### config.mk
export PLATFORM = sky130hd
export DESIGN_NAME = dma_io_peripheral_flat
export DESIGN_NICKNAME = d
export VERILOG_FILES = /design/src/rtl/dma_io_peripheral_if.sv /design/src/rtl/dma_io_peripheral.sv /design/src/flat_wrapper.sv
export SDC_FILE = /design/constraint.sdc
export NUM_CORES = 1
export LEC_CHECK = 0
export ABC_CLOCK_PERIOD_IN_PS = 8900
export BUFFER_PORTS_ARGS = -buffer_cell sky130_fd_sc_hd__buf_2
export CORE_ASPECT_RATIO = 0.7
export CORE_MARGIN = 4
export CORE_UTILIZATION = 45
export CTS_CLUSTER_DIAMETER = 40
export DETAILED_ROUTE_END_ITERATION = 12
export GPL_TIMING_DRIVEN = 0
export PLACE_DENSITY = 0.66
export SLEW_MARGIN = 30
export SYNTH_ARGS = -nofsm -noshare
export SYNTH_HDL_FRONTEND = slang
export SYNTH_SLANG_ARGS = --single-unit
### constraint.sdc
create_clock -name Clock -period 8.9 [get_ports Clock]
set_input_delay 0.89 -clock Clock [delete_from_list [all_inputs] [get_ports Clock]]
set_output_delay 0.89 -clock Clock [all_outputs]
set_load 0.005 [all_outputs]
### src/rtl/dma_io_peripheral_if.sv
// -----------------------------------------------------------------------------
// dma_io_peripheral_if
//   DMA bus-side signal bundle between the DMA controller and the I/O
//   responder.
//
//   Signals:
//     Dreq       DMA request (responder -> controller)
//     nDack      DMA acknowledge, active low (controller -> responder)
//     nIOR/nIOW  bus I/O read/write strobes, active low, synchronous to clock
//     nEOP       end of process, active low
//     DataIn     bus write data (captured on nIOW)
//     DataOut    bus read data (driven on nIOR)
//     DataOutEn  tri-state enable for DataOut
//
//   Modports:
//     master  controller side
//     slave   responder side
// -----------------------------------------------------------------------------
interface dma_io_peripheral_if;
    logic       Dreq;
    logic       nDack;
    logic       nIOR;
    logic       nIOW;
    logic       nEOP;
    logic [7:0] DataIn;
    logic [7:0] DataOut;
    logic       DataOutEn;

    modport master (
        input  Dreq, DataOut, DataOutEn,
        output nDack, nIOR, nIOW, nEOP, DataIn
    );

    modport slave (
        input  nDack, nIOR, nIOW, nEOP, DataIn,
        output Dreq, DataOut, DataOutEn
    );
endinterface

### src/rtl/dma_io_peripheral.sv
// -----------------------------------------------------------------------------
// dma_io_peripheral
//   I/O-side responder for single-cycle DMA bus transfers. Holds a TX byte
//   FIFO (device -> bus, read by nIOR) and an RX byte FIFO (bus -> device,
//   written by nIOW). Raises Dreq when it has data to give (Mode 01) or room
//   to take (Mode 10), and ends a block transfer on nEOP.
//
//   Optional feature macro: DMA_IO_WATERMARK_EN
//     defined   : IDLE->REQ needs TX count >= WATERMARK / RX free >= WATERMARK
//     undefined : threshold is 1 in both directions
//
//   Ports:
//     Clock, nReset        clock, asynchronous active-low reset
//     bus (slave modport)  Dreq/nDack/nIOR/nIOW/nEOP/DataIn/DataOut/DataOutEn
//     Mode[1:0]            01 DMA write (nIOR), 10 DMA read (nIOW), else idle
//     Enable               request enable; low clears Tc and Error
//     PushValid/PushData/PushReady   device -> TX FIFO
//     PopValid/PopData/PopReady      RX FIFO -> device
//     Done                 one-cycle pulse when EOP is accepted
//     Tc, Error            sticky terminal-count / underrun-overrun flags
//     state_dbg[1:0]       current FSM state (0 IDLE, 1 REQ, 2 ACTIVE, 3 TERM)
//
//   Handshake rule for the device ports: a transfer happens in every cycle
//   where valid and ready are both high at the rising edge; ready depends only
//   on registered counts, never on valid, and valid never waits on ready.
// -----------------------------------------------------------------------------
module dma_io_peripheral #(
    parameter int DEPTH     = 8,
    parameter int WATERMARK = 4
) (
    input  logic               Clock,
    input  logic               nReset,
    dma_io_peripheral_if.slave bus,
    input  logic [1:0]         Mode,
    input  logic               Enable,
    input  logic               PushValid,
    input  logic [7:0]         PushData,
    output logic               PushReady,
    output logic               PopValid,
    output logic [7:0]         PopData,
    input  logic               PopReady,
    output logic               Done,
    output logic               Tc,
    output logic               Error,
    output logic [1:0]         state_dbg
);
    localparam int AW = $clog2(DEPTH);
    localparam int CW = AW + 1;

`ifdef DMA_IO_WATERMARK_EN
    localparam int THRESH = WATERMARK;
`else
    // WATERMARK has no effect in this build.
    localparam int THRESH = 1 + 0 * WATERMARK;
`endif

    localparam logic [CW-1:0] DEPTH_C  = CW'(DEPTH);
    localparam logic [CW-1:0] THRESH_C = CW'(THRESH);

    typedef enum logic [1:0] {
        ST_IDLE   = 2'd0,
        ST_REQ    = 2'd1,
        ST_ACTIVE = 2'd2,
        ST_TERM   = 2'd3
    } state_t;

    // Registered state
    state_t        state_q, state_d;
    logic          dreq_q, dreq_d;
    logic          done_q, done_d;
    logic          tc_q, tc_d;
    logic          error_q, error_d;
    logic          ior_armed_q, ior_armed_d;
    logic          iow_armed_q, iow_armed_d;
    logic [CW-1:0] tx_cnt_q, tx_cnt_d;
    logic [CW-1:0] rx_cnt_q, rx_cnt_d;
    logic [AW-1:0] tx_wr_q, tx_wr_d, tx_rd_q, tx_rd_d;
    logic [AW-1:0] rx_wr_q, rx_wr_d, rx_rd_q, rx_rd_d;
    logic [7:0]    tx_mem_q [DEPTH];
    logic [7:0]    rx_mem_q [DEPTH];

    // Transfer events
    logic mode_wr, mode_rd;
    logic ior_accept, iow_accept;
    logic tx_push, tx_pop, rx_push, rx_pop;
    logic underrun, overrun;
    logic cond_now, cond_after;
    logic eop_accept;

    // ---------------------------------------------------------------- events
    always_comb begin
        mode_wr    = (Mode == 2'b01);
        mode_rd    = (Mode == 2'b10);
        // A strobe counts once per low pulse: only while armed.
        ior_accept = ~bus.nDack & ~bus.nIOR & ior_armed_q;
        iow_accept = ~bus.nDack & ~bus.nIOW & iow_armed_q;

        tx_push  = PushValid & PushReady;
        tx_pop   = ior_accept & mode_wr & (tx_cnt_q != '0);
        underrun = ior_accept & mode_wr & (tx_cnt_q == '0);
        rx_push  = iow_accept & mode_rd & (rx_cnt_q != DEPTH_C);
        overrun  = iow_accept & mode_rd & (rx_cnt_q == DEPTH_C);
        rx_pop   = PopValid & PopReady;

        eop_accept = (state_q == ST_ACTIVE) & ~bus.nEOP & ~bus.nDack;
    end

    // ----------------------------------------------------------- FIFO update
    always_comb begin
        tx_wr_d  = tx_wr_q + AW'(tx_push);
        tx_rd_d  = tx_rd_q + AW'(tx_pop);
        rx_wr_d  = rx_wr_q + AW'(rx_push);
        rx_rd_d  = rx_rd_q + AW'(rx_pop);

        tx_cnt_d = tx_cnt_q;
        case ({tx_push, tx_pop})
            2'b10:   tx_cnt_d = tx_cnt_q + 1'b1;
            2'b01:   tx_cnt_d = tx_cnt_q - 1'b1;
            default: tx_cnt_d = tx_cnt_q;
        endcase

        rx_cnt_d = rx_cnt_q;
        case ({rx_push, rx_pop})
            2'b10:   rx_cnt_d = rx_cnt_q + 1'b1;
            2'b01:   rx_cnt_d = rx_cnt_q - 1'b1;
            default: rx_cnt_d = rx_cnt_q;
        endcase

        ior_armed_d = bus.nIOR ? 1'b1 : (ior_accept ? 1'b0 : ior_armed_q);
        iow_armed_d = bus.nIOW ? 1'b1 : (iow_accept ? 1'b0 : iow_armed_q);
    end

    // ------------------------------------------------------ request condition
    always_comb begin
        cond_now   = 1'b0;
        cond_after = 1'b0;
        if (mode_wr) begin
            cond_now   = (tx_cnt_q >= THRESH_C);
            // Once granted, keep requesting until TX runs dry.
            cond_after = (tx_cnt_d != '0);
        end else if (mode_rd) begin
            cond_now   = ((DEPTH_C - rx_cnt_q) >= THRESH_C);
            cond_after = (rx_cnt_d != DEPTH_C);
        end
    end

    // ------------------------------------------------------ FSM: next state
    always_comb begin
        state_d = state_q;
        case (state_q)
            ST_IDLE: begin
                if (Enable & ~tc_q & cond_now) state_d = ST_REQ;
            end
            ST_REQ: begin
                if (~Enable | ~cond_now) state_d = ST_IDLE;
                else if (~bus.nDack)     state_d = ST_ACTIVE;
            end
            ST_ACTIVE: begin
                if (eop_accept)                    state_d = ST_TERM;
                else if (~cond_after & bus.nDack)  state_d = ST_IDLE;
            end
            ST_TERM: begin
                if (bus.nDack) state_d = ST_IDLE;
            end
            default: state_d = ST_IDLE;
        endcase
    end

    // ------------------------------------------------------ FSM: outputs
    always_comb begin
        // Dreq is registered, so it follows the state being entered.
        dreq_d  = (state_d == ST_REQ) | ((state_d == ST_ACTIVE) & cond_after);
        done_d  = eop_accept;
        tc_d    = Enable & (tc_q | eop_accept);
        error_d = Enable & (error_q | underrun | overrun);
    end

    // ------------------------------------------------------ FSM: registers
    always_ff @(posedge Clock or negedge nReset) begin
        if (!nReset) begin
            state_q     <= ST_IDLE;
            dreq_q      <= 1'b0;
            done_q      <= 1'b0;
            tc_q        <= 1'b0;
            error_q     <= 1'b0;
            ior_armed_q <= 1'b1;
            iow_armed_q <= 1'b1;
            tx_cnt_q    <= '0;
            rx_cnt_q    <= '0;
            tx_wr_q     <= '0;
            tx_rd_q     <= '0;
            rx_wr_q     <= '0;
            rx_rd_q     <= '0;
        end else begin
            state_q     <= state_d;
            dreq_q      <= dreq_d;
            done_q      <= done_d;
            tc_q        <= tc_d;
            error_q     <= error_d;
            ior_armed_q <= ior_armed_d;
            iow_armed_q <= iow_armed_d;
            tx_cnt_q    <= tx_cnt_d;
            rx_cnt_q    <= rx_cnt_d;
            tx_wr_q     <= tx_wr_d;
            tx_rd_q     <= tx_rd_d;
            rx_wr_q     <= rx_wr_d;
            rx_rd_q     <= rx_rd_d;
        end
    end

    // Storage needs no reset: counts gate every read.
    always_ff @(posedge Clock) begin
        if (tx_push) tx_mem_q[tx_wr_q] <= PushData;
        if (rx_push) rx_mem_q[rx_wr_q] <= bus.DataIn;
    end

    // ------------------------------------------------------ outputs
    always_comb begin
        // Gated by reset so the bus is released while reset is held.
        bus.DataOutEn = nReset & ~bus.nDack & ~bus.nIOR & mode_wr;
        if (tx_cnt_q != '0) bus.DataOut = tx_mem_q[tx_rd_q];
        else                bus.DataOut = bus.DataOutEn ? 8'hFF : 8'h00;
        bus.Dreq  = dreq_q;
        PushReady = (tx_cnt_q != DEPTH_C);
        PopValid  = (rx_cnt_q != '0);
        PopData   = PopValid ? rx_mem_q[rx_rd_q] : 8'h00;
        Done      = done_q;
        Tc        = tc_q;
        Error     = error_q;
        state_dbg = state_q;
    end
endmodule
### src/flat_wrapper.sv
// flat-port wrapper written by rule: the top's interface ports become plain ports
module dma_io_peripheral_flat 
#(
    parameter int DEPTH     = 8,
    parameter int WATERMARK = 4
)
  (Clock, nReset, Mode, Enable, PushValid, PushData, PushReady, PopValid, PopData, PopReady, Done, Tc, Error, state_dbg, bus_nDack, bus_nIOR, bus_nIOW, bus_nEOP, bus_DataIn, bus_Dreq, bus_DataOut, bus_DataOutEn);
  dma_io_peripheral_if bus_i ();
  input  logic Clock;
  input  logic nReset;
  input  logic [1:0] Mode;
  input  logic Enable;
  input  logic PushValid;
  input  logic [7:0] PushData;
  output logic PushReady;
  output logic PopValid;
  output logic [7:0] PopData;
  input  logic PopReady;
  output logic Done;
  output logic Tc;
  output logic Error;
  output logic [1:0] state_dbg;
  input wire logic [$bits(bus_i.nDack)-1:0] bus_nDack;
  input wire logic [$bits(bus_i.nIOR)-1:0] bus_nIOR;
  input wire logic [$bits(bus_i.nIOW)-1:0] bus_nIOW;
  input wire logic [$bits(bus_i.nEOP)-1:0] bus_nEOP;
  input wire logic [$bits(bus_i.DataIn)-1:0] bus_DataIn;
  output wire logic [$bits(bus_i.Dreq)-1:0] bus_Dreq;
  output wire logic [$bits(bus_i.DataOut)-1:0] bus_DataOut;
  output wire logic [$bits(bus_i.DataOutEn)-1:0] bus_DataOutEn;
  assign bus_i.nDack = bus_nDack;
  assign bus_i.nIOR = bus_nIOR;
  assign bus_i.nIOW = bus_nIOW;
  assign bus_i.nEOP = bus_nEOP;
  assign bus_i.DataIn = bus_DataIn;
  assign bus_Dreq = bus_i.Dreq;
  assign bus_DataOut = bus_i.DataOut;
  assign bus_DataOutEn = bus_i.DataOutEn;
  dma_io_peripheral #(.DEPTH(DEPTH), .WATERMARK(WATERMARK)) u_core (.Clock(Clock), .nReset(nReset), .bus(bus_i), .Mode(Mode), .Enable(Enable), .PushValid(PushValid), .PushData(PushData), .PushReady(PushReady), .PopValid(PopValid), .PopData(PopData), .PopReady(PopReady), .Done(Done), .Tc(Tc), .Error(Error), .state_dbg(state_dbg));
endmodule
==> results of run 1 <==
-- Yosys cell counts, types with 7 or more instances --
cell | n | area (um^2)
clkbuf_1 | 9 | 33.78
nand2b_1 | 12 | 75.07
ha_1 | 14 | 175.2
inv_1 | 8 | 30.03
edfxtp_1 | 128 | 3844
nor3_1 | 9 | 45.04
mux4_2 | 32 | 720.7
xnor2_1 | 7 | 61.31
nand2_1 | 16 | 60.06
a21oi_1 | 12 | 60.06
dfrtp_1 | 26 | 650.6
mux2i_1 | 17 | 170.2
nor2_1 | 26 | 97.59
-- power breakdown --
part	leakage, uW	switching, uW	total (uW)	internal (uW)
Sequential	0.00151	54.3	940	885
Clock	0.000285	278	736	458
Combinational	0.00102	380	718	338
-- worst max-delay path, delay by kind of cell, from the launching register on --
family | cells | cell delay (ns)
flops | 1 | 0.40
simple gates | 3 | 1.08
fa+ha+maj | 2 | 0.52
buf+inv | 4 | 0.68
compound gates | 5 | 1.05
-- routing by layer --
metal / vias to the layer above / part of all wire [%] / GRT usage, %
met3: 10 / 5.9 / 3.980
met4: 0 / 1.1 / 6.049
met2: 93 / 47 / 25.17
met1: 1846 / 46 / 22.53
li1: 1681 / - / -
met5: - / 0 / 0
-- final timing paths --
check                                             start                            end  slack (ns)
hold reg to reg                  u_core.Error$_DFF_PN0_         u_core.Error$_DFF_PN0_        0.49
hold / removal                                   nReset   u_core.rx_cnt_q[2]$_DFF_PN0_        0.49
max in group asynchronous                        nReset   u_core.tx_cnt_q[1]$_DFF_PN0_        7.97
setup / recovery           u_core.tx_cnt_q[0]$_DFF_PN0_  u_core.state_dbg[1]$_DFF_PN0_        5.04
setup reg to reg           u_core.tx_cnt_q[0]$_DFF_PN0_  u_core.state_dbg[1]$_DFF_PN0_        5.04
min in group Clock               u_core.Error$_DFF_PN0_         u_core.Error$_DFF_PN0_        0.49
-- logic make-up after synthesis --
kind of cell               Yosys count  synth area share [%]
AOI/OAI and AO/OA                   42                 4.960
xor gates and xnor gates            12                 1.572
adders and majority gates           14                 2.620
buffers and inverters               28                 2.208
DFF                                156                 68.01
muxes                               50                 13.49
and+or+nand+nor                     89                 7.131
-- registers in the layout, indices dropped and copies added, names as in the netlist --
signal / flops
u_core.Done: 1
u_core.iow_armed_q: 1
u_core.tx_rd_q: 3
u_core.rx_wr_q: 3
u_core.rx_rd_q: 3
u_core.rx_mem_q: 64
u_core.ior_armed_q: 1
u_core.rx_cnt_q: 4
u_core.Error: 1
u_core.tx_wr_q: 3
u_core.tx_mem_q: 64
u_core.bus.Dreq: 1
u_core.Tc: 1
u_core.tx_cnt_q: 4
u_core.state_dbg: 2
-- per-stage QoR --
step,util (%),setup WS (ns),total power [uW]
after detailed placement,50.84,5.031,1683
final,55.11,5.043,2394
after global placement,50.40,5.033,1650
after floorplan,-,5.442,1447
after CTS,55.11,5.015,2421
after global routing,55.11,4.821,2531
-- cell usage in the layout, fill, tap and decap left out, types with 5 or more instances in the layout --
| cell type | Yosys | final |
|---|---|---|
| inv_1 | 8 | 8 |
| mux2i_1 | 17 | 17 |
| a21oi_1 | 12 | 12 |
| edfxtp_1 | 128 | 128 |
| clkbuf_16 | 0 | 17 |
| clkbuf_1 | 9 | 13 |
| xnor2_1 | 7 | 7 |
| xor2_1 | 5 | 5 |
| o21ai_0 | 5 | 5 |
| nand2b_1 | 12 | 12 |
| ha_1 | 14 | 14 |
| mux4_2 | 32 | 32 |
| buf_4 | 2 | 5 |
| nor3_2 | 0 | 6 |
| dfrtp_1 | 26 | 26 |
| buf_2 | 6 | 57 |
| nand3_1 | 5 | 5 |
| nor2_1 | 26 | 26 |
| nand2_1 | 16 | 16 |
-- layout make-up --
| type | count | area share, % |
|---|---|---|
| buffer | 20 | 1.499 |
| clock buffer | 23 | 5.966 |
| clock inverter | 9 | 1.771 |
| inverter | 8 | 0.3828 |
| multi-input combinational | 207 | 25.84 |
| sequential | 156 | 57.97 |
| tap | 190 | 3.031 |
| timing repair buffer | 54 | 3.541 |
==> results.md, run 1 <==
- The flow ran to the end, and the final reports show no timing, DRC or antenna violations.
- The slew at the pin with the worst max-slew slack is roughly 0.95 ns.
- In this run the worst hold path is classified as input port to async pin.
- The data required time of the critical path is just over 9 ns.
- Traced cell by cell, the critical path runs through clkbuf_8 > inv_1 > ha_1 > or3b_2 > clkbuf_1 > and3_1 > ha_1 > clkbuf_8 > or2b_2 > a21oi_1 > a2bb2oi_2 > o311a_2 > a221oi_2 > o32ai_2.
- The finished layout cell area is just under 8000 um^2.
- The initial cell density of the core is a little under half.
- TritonCTS built the clock tree.
- In the final layout, the multi-input gates occupy 2027 um^2.
- The number of cells in the finished layout apart from fillers is around 670.
- The count of fill cells added during filler insertion is roughly 1100.
- The repair_antennas step left the layout with diodes totalling 0.
- The number of buffers added to fix hold violations after cts is 0.
- The count of different cell masters after synthesis is 56.
- The final period demand of the worst path is 3.857 ns.
- The die covers roughly 17000 um^2.
- Synthesis handed over a netlist of 391 instances.
- The standard cell with the maximum stage delay on the critical path is or3b_2.
- Detailed placement finished with a half-perimeter wire length of 8.764 mm.
- The number of global-route vias before repair is 3758.
- The setup total negative slack is 0 ns.
- The most instantiated flip-flop cell in the synthesis netlist is edfxtp_1.
- The kind of start point of the critical path is a register.
- After detailed routing, the number of vias per cell comes to 5.442.
- By startpoint and endpoint, the worst setup path is classified as register to register.
- After detailed routing, the number of remaining DRC violations is 0.
- The final cycle utilization of the critical path is between 40% and 50%.
- The data arrival time of the critical path is a little over 4 ns.
- Max-cap violations in this run came to 0.
- In this design, the stage delay of the slowest critical-path cell is between 0.4 and 0.5 ns.
- Summing all placed instances gives a cell area of 7237 um^2.
- In this run, CTS created clock tree buffers numbering 17.
- For this run, the number of Yosys warnings is 0.
- The starting DRC count in detailed routing is 265.
- The global placer's final weighted congestion is between 0.7 and 0.8.
- The peak ir drop on the vdd network is 0.0001524 V.
- The area growth from synthesis to final layout is 17.33%.
- The first-pass iteration count of the detailed router is 5.
- In the final design database the tool counted 505 nets.
- The register area is 4547 um^2.
- For this run, the total global-route usage over all layers was measured as 16.20%.
- The core region is between 10000 and 15000 um^2.
- The sum of routed wire length over all layers is about 13 mm.
- The cell area after technology mapping is 6685 um^2.
- After clock tree synthesis, the clock-pin slew on the worst setup and hold paths is 0.06 ns.
- The mean instance size in the synthesized netlist is 17.10 um^2.
- Once placement completed, the tool counted placed cells totaling 635.
- The net count after synthesis is 432.
- After detailed routing, the average wire length per cell comes to 18.97 um.
- Setup repair after global routing left no endpoint under its margin.
- For this design the ratio of total power to cell area is 305.1 nW/um^2.
- The kind of end point of the critical path is a register.
- Once the clock tree was built, the resizer swapped 0 gates to a different size.
- In the final layout, the share of cells above drive strength 1 is 31.66%.
- The synthesized design contains ~130 enable-type register cells.
- Hold is met by 0.4936 ns.
- The CTS sink count is about 160.
- The relative slew slack is between 30 and 40%.
- The initial antenna violation count is 0.
- The post-CTS setup repair buffer count is 0.
- The initialized floorplan defines 36 standard-cell rows.
- The count of H-tree levels built during CTS is 4.
- The hold violation count in the final report is 0.
- The final worst clock skew is 0.01293 ns.
- The number of max-slew violations in the final report came to 0.
- The height of the die is 110.0 um.
- The post-synthesis async set-or-reset flop share is 17.95%.
- The portion of the post-synthesis area used by sequential elements is 68.01%.
- Setup violations remaining at the end of the flow were counted as 0.
- The largest net degree at the start of global routing is 30.
- 52 I/O pins were placed.
- In this run the tool buffered the top-level ports with 50 buffer cells.
- The clock latency of the later-clocked register in the worst-skew pair is roughly 0.42 ns.
- After global routing the overflow that remains totals 0.
- The number of buffers between clock root and the deepest sink is 2.
- The first global-routing pass estimated 20.46 mm of wire.
- The antenna violation net count after detailed routing is 0.
- The width of the die is 153.7 um.
- For the worst flop-to-flop path, the logic depth is 14.
- Of all nets on the critical path, the largest fanout is 10.
- After synthesis the netlist holds a flip-flop and latch count of 156.
- Summed over all cells, the static leakage comes to about 0.0028 uW.
- The peak clock frequency supported by timing is between 0.2 and 0.3 GHz.
- The clock tree root driver cell is clkbuf_16.
- The number of vias in the routed layout is 3630.
(Power assumes the default switching activity.)
==> run 2, diff against run 1 <==
--- a/config.mk
+++ b/config.mk
@@ -5,7 +5,7 @@
 export SDC_FILE = /design/constraint.sdc
 export NUM_CORES = 1
 export LEC_CHECK = 0
-export ABC_CLOCK_PERIOD_IN_PS = 8900
+export ABC_CLOCK_PERIOD_IN_PS = 3450
 export BUFFER_PORTS_ARGS = -buffer_cell sky130_fd_sc_hd__buf_2
 export CORE_ASPECT_RATIO = 0.7
 export CORE_MARGIN = 4
@@ -13,7 +13,7 @@
 export CTS_CLUSTER_DIAMETER = 40
 export DETAILED_ROUTE_END_ITERATION = 12
 export GPL_TIMING_DRIVEN = 0
-export PLACE_DENSITY = 0.66
+export PLACE_DENSITY = 0.68
 export SLEW_MARGIN = 30
 export SYNTH_ARGS = -nofsm -noshare
 export SYNTH_HDL_FRONTEND = slang
==> constraint.sdc (replaced) <==
create_clock -name Clock -period 3.45 [get_ports Clock]
set_input_delay 0.345 -clock Clock [delete_from_list [all_inputs] [get_ports Clock]]
set_output_delay 0.345 -clock Clock [all_outputs]
set_load 0.005 [all_outputs]
==> results.md, run 2 (synthesized netlist as in run 1, its figures left out) <==
- Outcome: finished clean (unchanged).
- The area inside the core boundary is 14230 um^2 (unchanged).
- The number of buffers between clock root and the deepest sink is 2 (unchanged).
- The most frequent standard cell in the layout excluding fill and tap cells is edfxtp_1 (unchanged).
- The hold violation count in the final report is 0 (unchanged).
- The class of the tightest hold or removal check is input port to register (was input port to async pin).
- The number of nets at the end of the flow is 504 (was 505).
- The via density per instance was 5.517 (was 5.442).
- The count of pins on the block boundary is 52 (unchanged).
- The CTS sink count is 156 (unchanged).
- The worst flop-to-flop path startpoint is u_core.tx_cnt_q[0]$_DFF_PN0_ (unchanged).
- The die outline area was 16900 um^2 (unchanged).
- The largest net degree at the start of global routing came to 30 (unchanged).
- The number of cells in the finished layout apart from fillers is 666 (was 667).
- Commonest cells after routing, fill and taps aside: edfxtp_1 (128), buf_2 (57), mux4_2 (32) (unchanged).
- The start point of the worst hold path is bus_nEOP.
- The sum of routed wire length over all layers is 13.10 mm (was 12.66 mm).
- The data arrival time of the critical path is 3.59 ns (was 4.15 ns).
- The cell area after placement came to 7216 um^2 (was 7237 um^2).
- The clock latency of the later-clocked register in the worst-skew pair is 0.42 ns (about the same).
- The residual overflow from global routing was 0 (unchanged).
- The final period demand of the worst path is 3.297 ns (was 3.857 ns).
- The number of global-route vias before repair came to 3837 (was 3758).
- The maximum fanout along the worst path is 10 (unchanged).
- The number of cells after detailed placement was 632 (was 635).
- For hold timing, the worst endpoint is u_core.Done$_DFF_PN0_.
- The global-route wire length before repair is 20.81 mm (was 20.46 mm).
- Biggest registers after layout: u_core.rx_mem_q (64), u_core.tx_mem_q (64) (unchanged).
- The final cycle utilization of the critical path is 95.58% (was 43.34%).
- The cell area power density is 782.8 nW/um^2 (was 305.1 nW/um^2).
- The length in cells of the worst reg-to-reg path is 13 (was 14).
- The antenna violation net count after detailed routing is 0 (unchanged).
- The reg-to-reg critical path endpoint was u_core.state_dbg[1]$_DFF_PN0_ (unchanged).
- The count of antenna diodes in the layout is 0 (unchanged).
- The peak clock frequency supported by timing is 0.3033 GHz (was 0.2593 GHz).
- The final routed wire length divided by cell count is 19.67 um (was 18.97 um).
- The number of violations of the max-capacitance limit is 0 (unchanged).
- The ratio of cells with drive above 1 in the final layout is 32.56% (was 31.66%).
- The kind of end point of the critical path is a register (unchanged).
- The total global routing track utilization is 16.58% (was 16.20%).
- The finished layout cell area is 7858 um^2 (was 7844 um^2).
- The number of buffers created by CTS is 17 (unchanged).
- The data required time of the critical path is 3.75 ns (was 9.19 ns).
- The height of the die came to 110.0 um (unchanged).
- The starting DRC count in detailed routing is 223 (was 265).
- The global placer's final weighted congestion was 0.7727 (was 0.7710).
- The final worst clock skew is 0.005959 ns (was 0.01293 ns).
- The port buffer count came to 50 (unchanged).
- The TritonCTS clock tree is yes (unchanged).
- The count of H-tree levels built during CTS is 4 (unchanged).
- The worst hold path was traced through 2 stages.
- The number of vias in the routed layout is 3674 (was 3630).
- The initial antenna violation count came to 0 (unchanged).
- The total setup violations reported at the end of the flow is 0 (unchanged).
- The number of max-slew violations in the final report came to 0 (unchanged).
- The initial cell density of the core is 46.97% (unchanged).
- The post-route core utilization is 55.20% (was 55.11%).
- The startpoint-to-endpoint class of the critical path is register to register (unchanged).
- The slack of the worst reg-to-reg path is 0.15 ns (was 5.04 ns).
- The peak ir drop on the vdd network was 0.0003876 V (was 0.0001524 V).
- Unrepaired setup endpoints after global routing: false (unchanged).
- The clock transition at the registers of the reported paths is 0.06 ns (about the same).
- The DRC violation count after routing is 0 (unchanged).
- The area growth from synthesis to final layout is 17.54% (was 17.33%).
- The first-pass iteration count of the detailed router was 4 (was 5).
- The slew at the pin with the worst max-slew slack was 0.9451 ns (was 0.9479 ns).
- The width of the die came to 153.7 um (unchanged).
- The kind of start point of the critical path is a register (unchanged).
- The relative slew slack is 36.65% (was 36.57%).
- The static power due to leakage came to 0.002817 uW (was 0.002811 uW).
- The detailed placement HPWL is 8.865 mm (was 8.764 mm).
- The post-layout total power was 6151 uW (was 2394 uW).
- The clock tree root driver cell is clkbuf_16 (unchanged).
- The number of standard-cell rows in the floorplan is 36 (unchanged).
run 2: cell types whose count changed in the layout (fill, tap and decap cells not counted), sizes merged:
cell         change
buf              -1
inv              +1
dlygate4sd3      +1
bufinv           -1
clkinvlp         -1
clkbuf           -4
clkinv           +4
run 2: per-layer routing:
layer	vias to the layer above	GRT usage [%]	share of wire [%]
met1	1869	22.18	45
met5	-	0	0
li1	1685	-	-
met3	10	5.189	6.9
met4	0	5.797	1.1
met2	110	26.14	47
run 2: what timing repair did:
item | in CTS | in global routing
hold buffers | 1 | 0
endpoints found under the hold margin | 26 | 0
gates resized for setup | 1 | 6
buffers inserted | 1 | 1
setup endpoints to repair | 2 | 2
run 2: worst max path at each step:
| stage | startpoint | endpoint | slack [ns] | depth (start not counted) |
|---|---|---|---|---|
| 2_1_floorplan | u_core.tx_cnt_q[0]$_DFF_PN0_ | u_core.state_dbg[1]$_DFF_PN0_ | 0.03 | 14 |
| 3_3_place_gp | u_core.tx_cnt_q[0]$_DFF_PN0_ | u_core.state_dbg[1]$_DFF_PN0_ | -0.26 | 14 |
| 3_5_place_dp | u_core.tx_cnt_q[0]$_DFF_PN0_ | u_core.state_dbg[1]$_DFF_PN0_ | -0.32 | 14 |
| 4_1_cts | u_core.tx_cnt_q[0]$_DFF_PN0_ | u_core.state_dbg[1]$_DFF_PN0_ | 0.01 | 13 |
| 5_1_grt | u_core.tx_cnt_q[0]$_DFF_PN0_ | u_core.state_dbg[1]$_DFF_PN0_ | 0.0003 | 13 |
| 6_report | u_core.tx_cnt_q[0]$_DFF_PN0_ | u_core.state_dbg[1]$_DFF_PN0_ | 0.15 | 13 |
run 2: area by class of cell:
type / instances / area [um^2]
fillers: 1166 / 6376
flip-flops and latches: 156 / 4547
multi-input cells: 207 / 2072
clock buffers: 20 / 436.7
repair buffers: 54 / 280.3
well taps: 190 / 237.7
clock inverters: 12 / 140.1
plain buffers: 19 / 113.9
inverters: 8 / 30.03
run 2: power by group:
group          switching (uW)  leakage [uW]  internal, uW  total [uW]
clock                     736      0.000277          1070        1810
combinational            1010       0.00103           906        1920
sequential                141       0.00151          2280        2420
run 2: per-stage QoR:
| step | TNS, ns | setup WS (ns) | hold WS, ns |
|---|---|---|---|
| 2_1_floorplan | 0 | 0.02586 | 0.04941 |
| 3_3_place_gp | -0.5057 | -0.2578 | 0.4101 |
| 3_5_place_dp | -0.6331 | -0.3203 | 0.4179 |
| 4_1_cts | 0 | 0.01363 | 0.1028 |
| 5_1_grt | 0 | 0.0002744 | 0.1200 |
| 6_report | 0 | 0.1525 | 0.1226 |
run 2: critical path, cell delays in order (launching register included):
cell	delay (ns)
dfrtp_1	0.39
clkbuf_8	0.16
inv_1	0.09
ha_4	0.16
or3b_4	0.38
and3_2	0.24
ha_1	0.30
clkbuf_8	0.16
or2b_2	0.29
a21oi_1	0.14
a2bb2oi_2	0.09
o311a_4	0.39
a221oi_4	0.24
o32ai_2	0.13
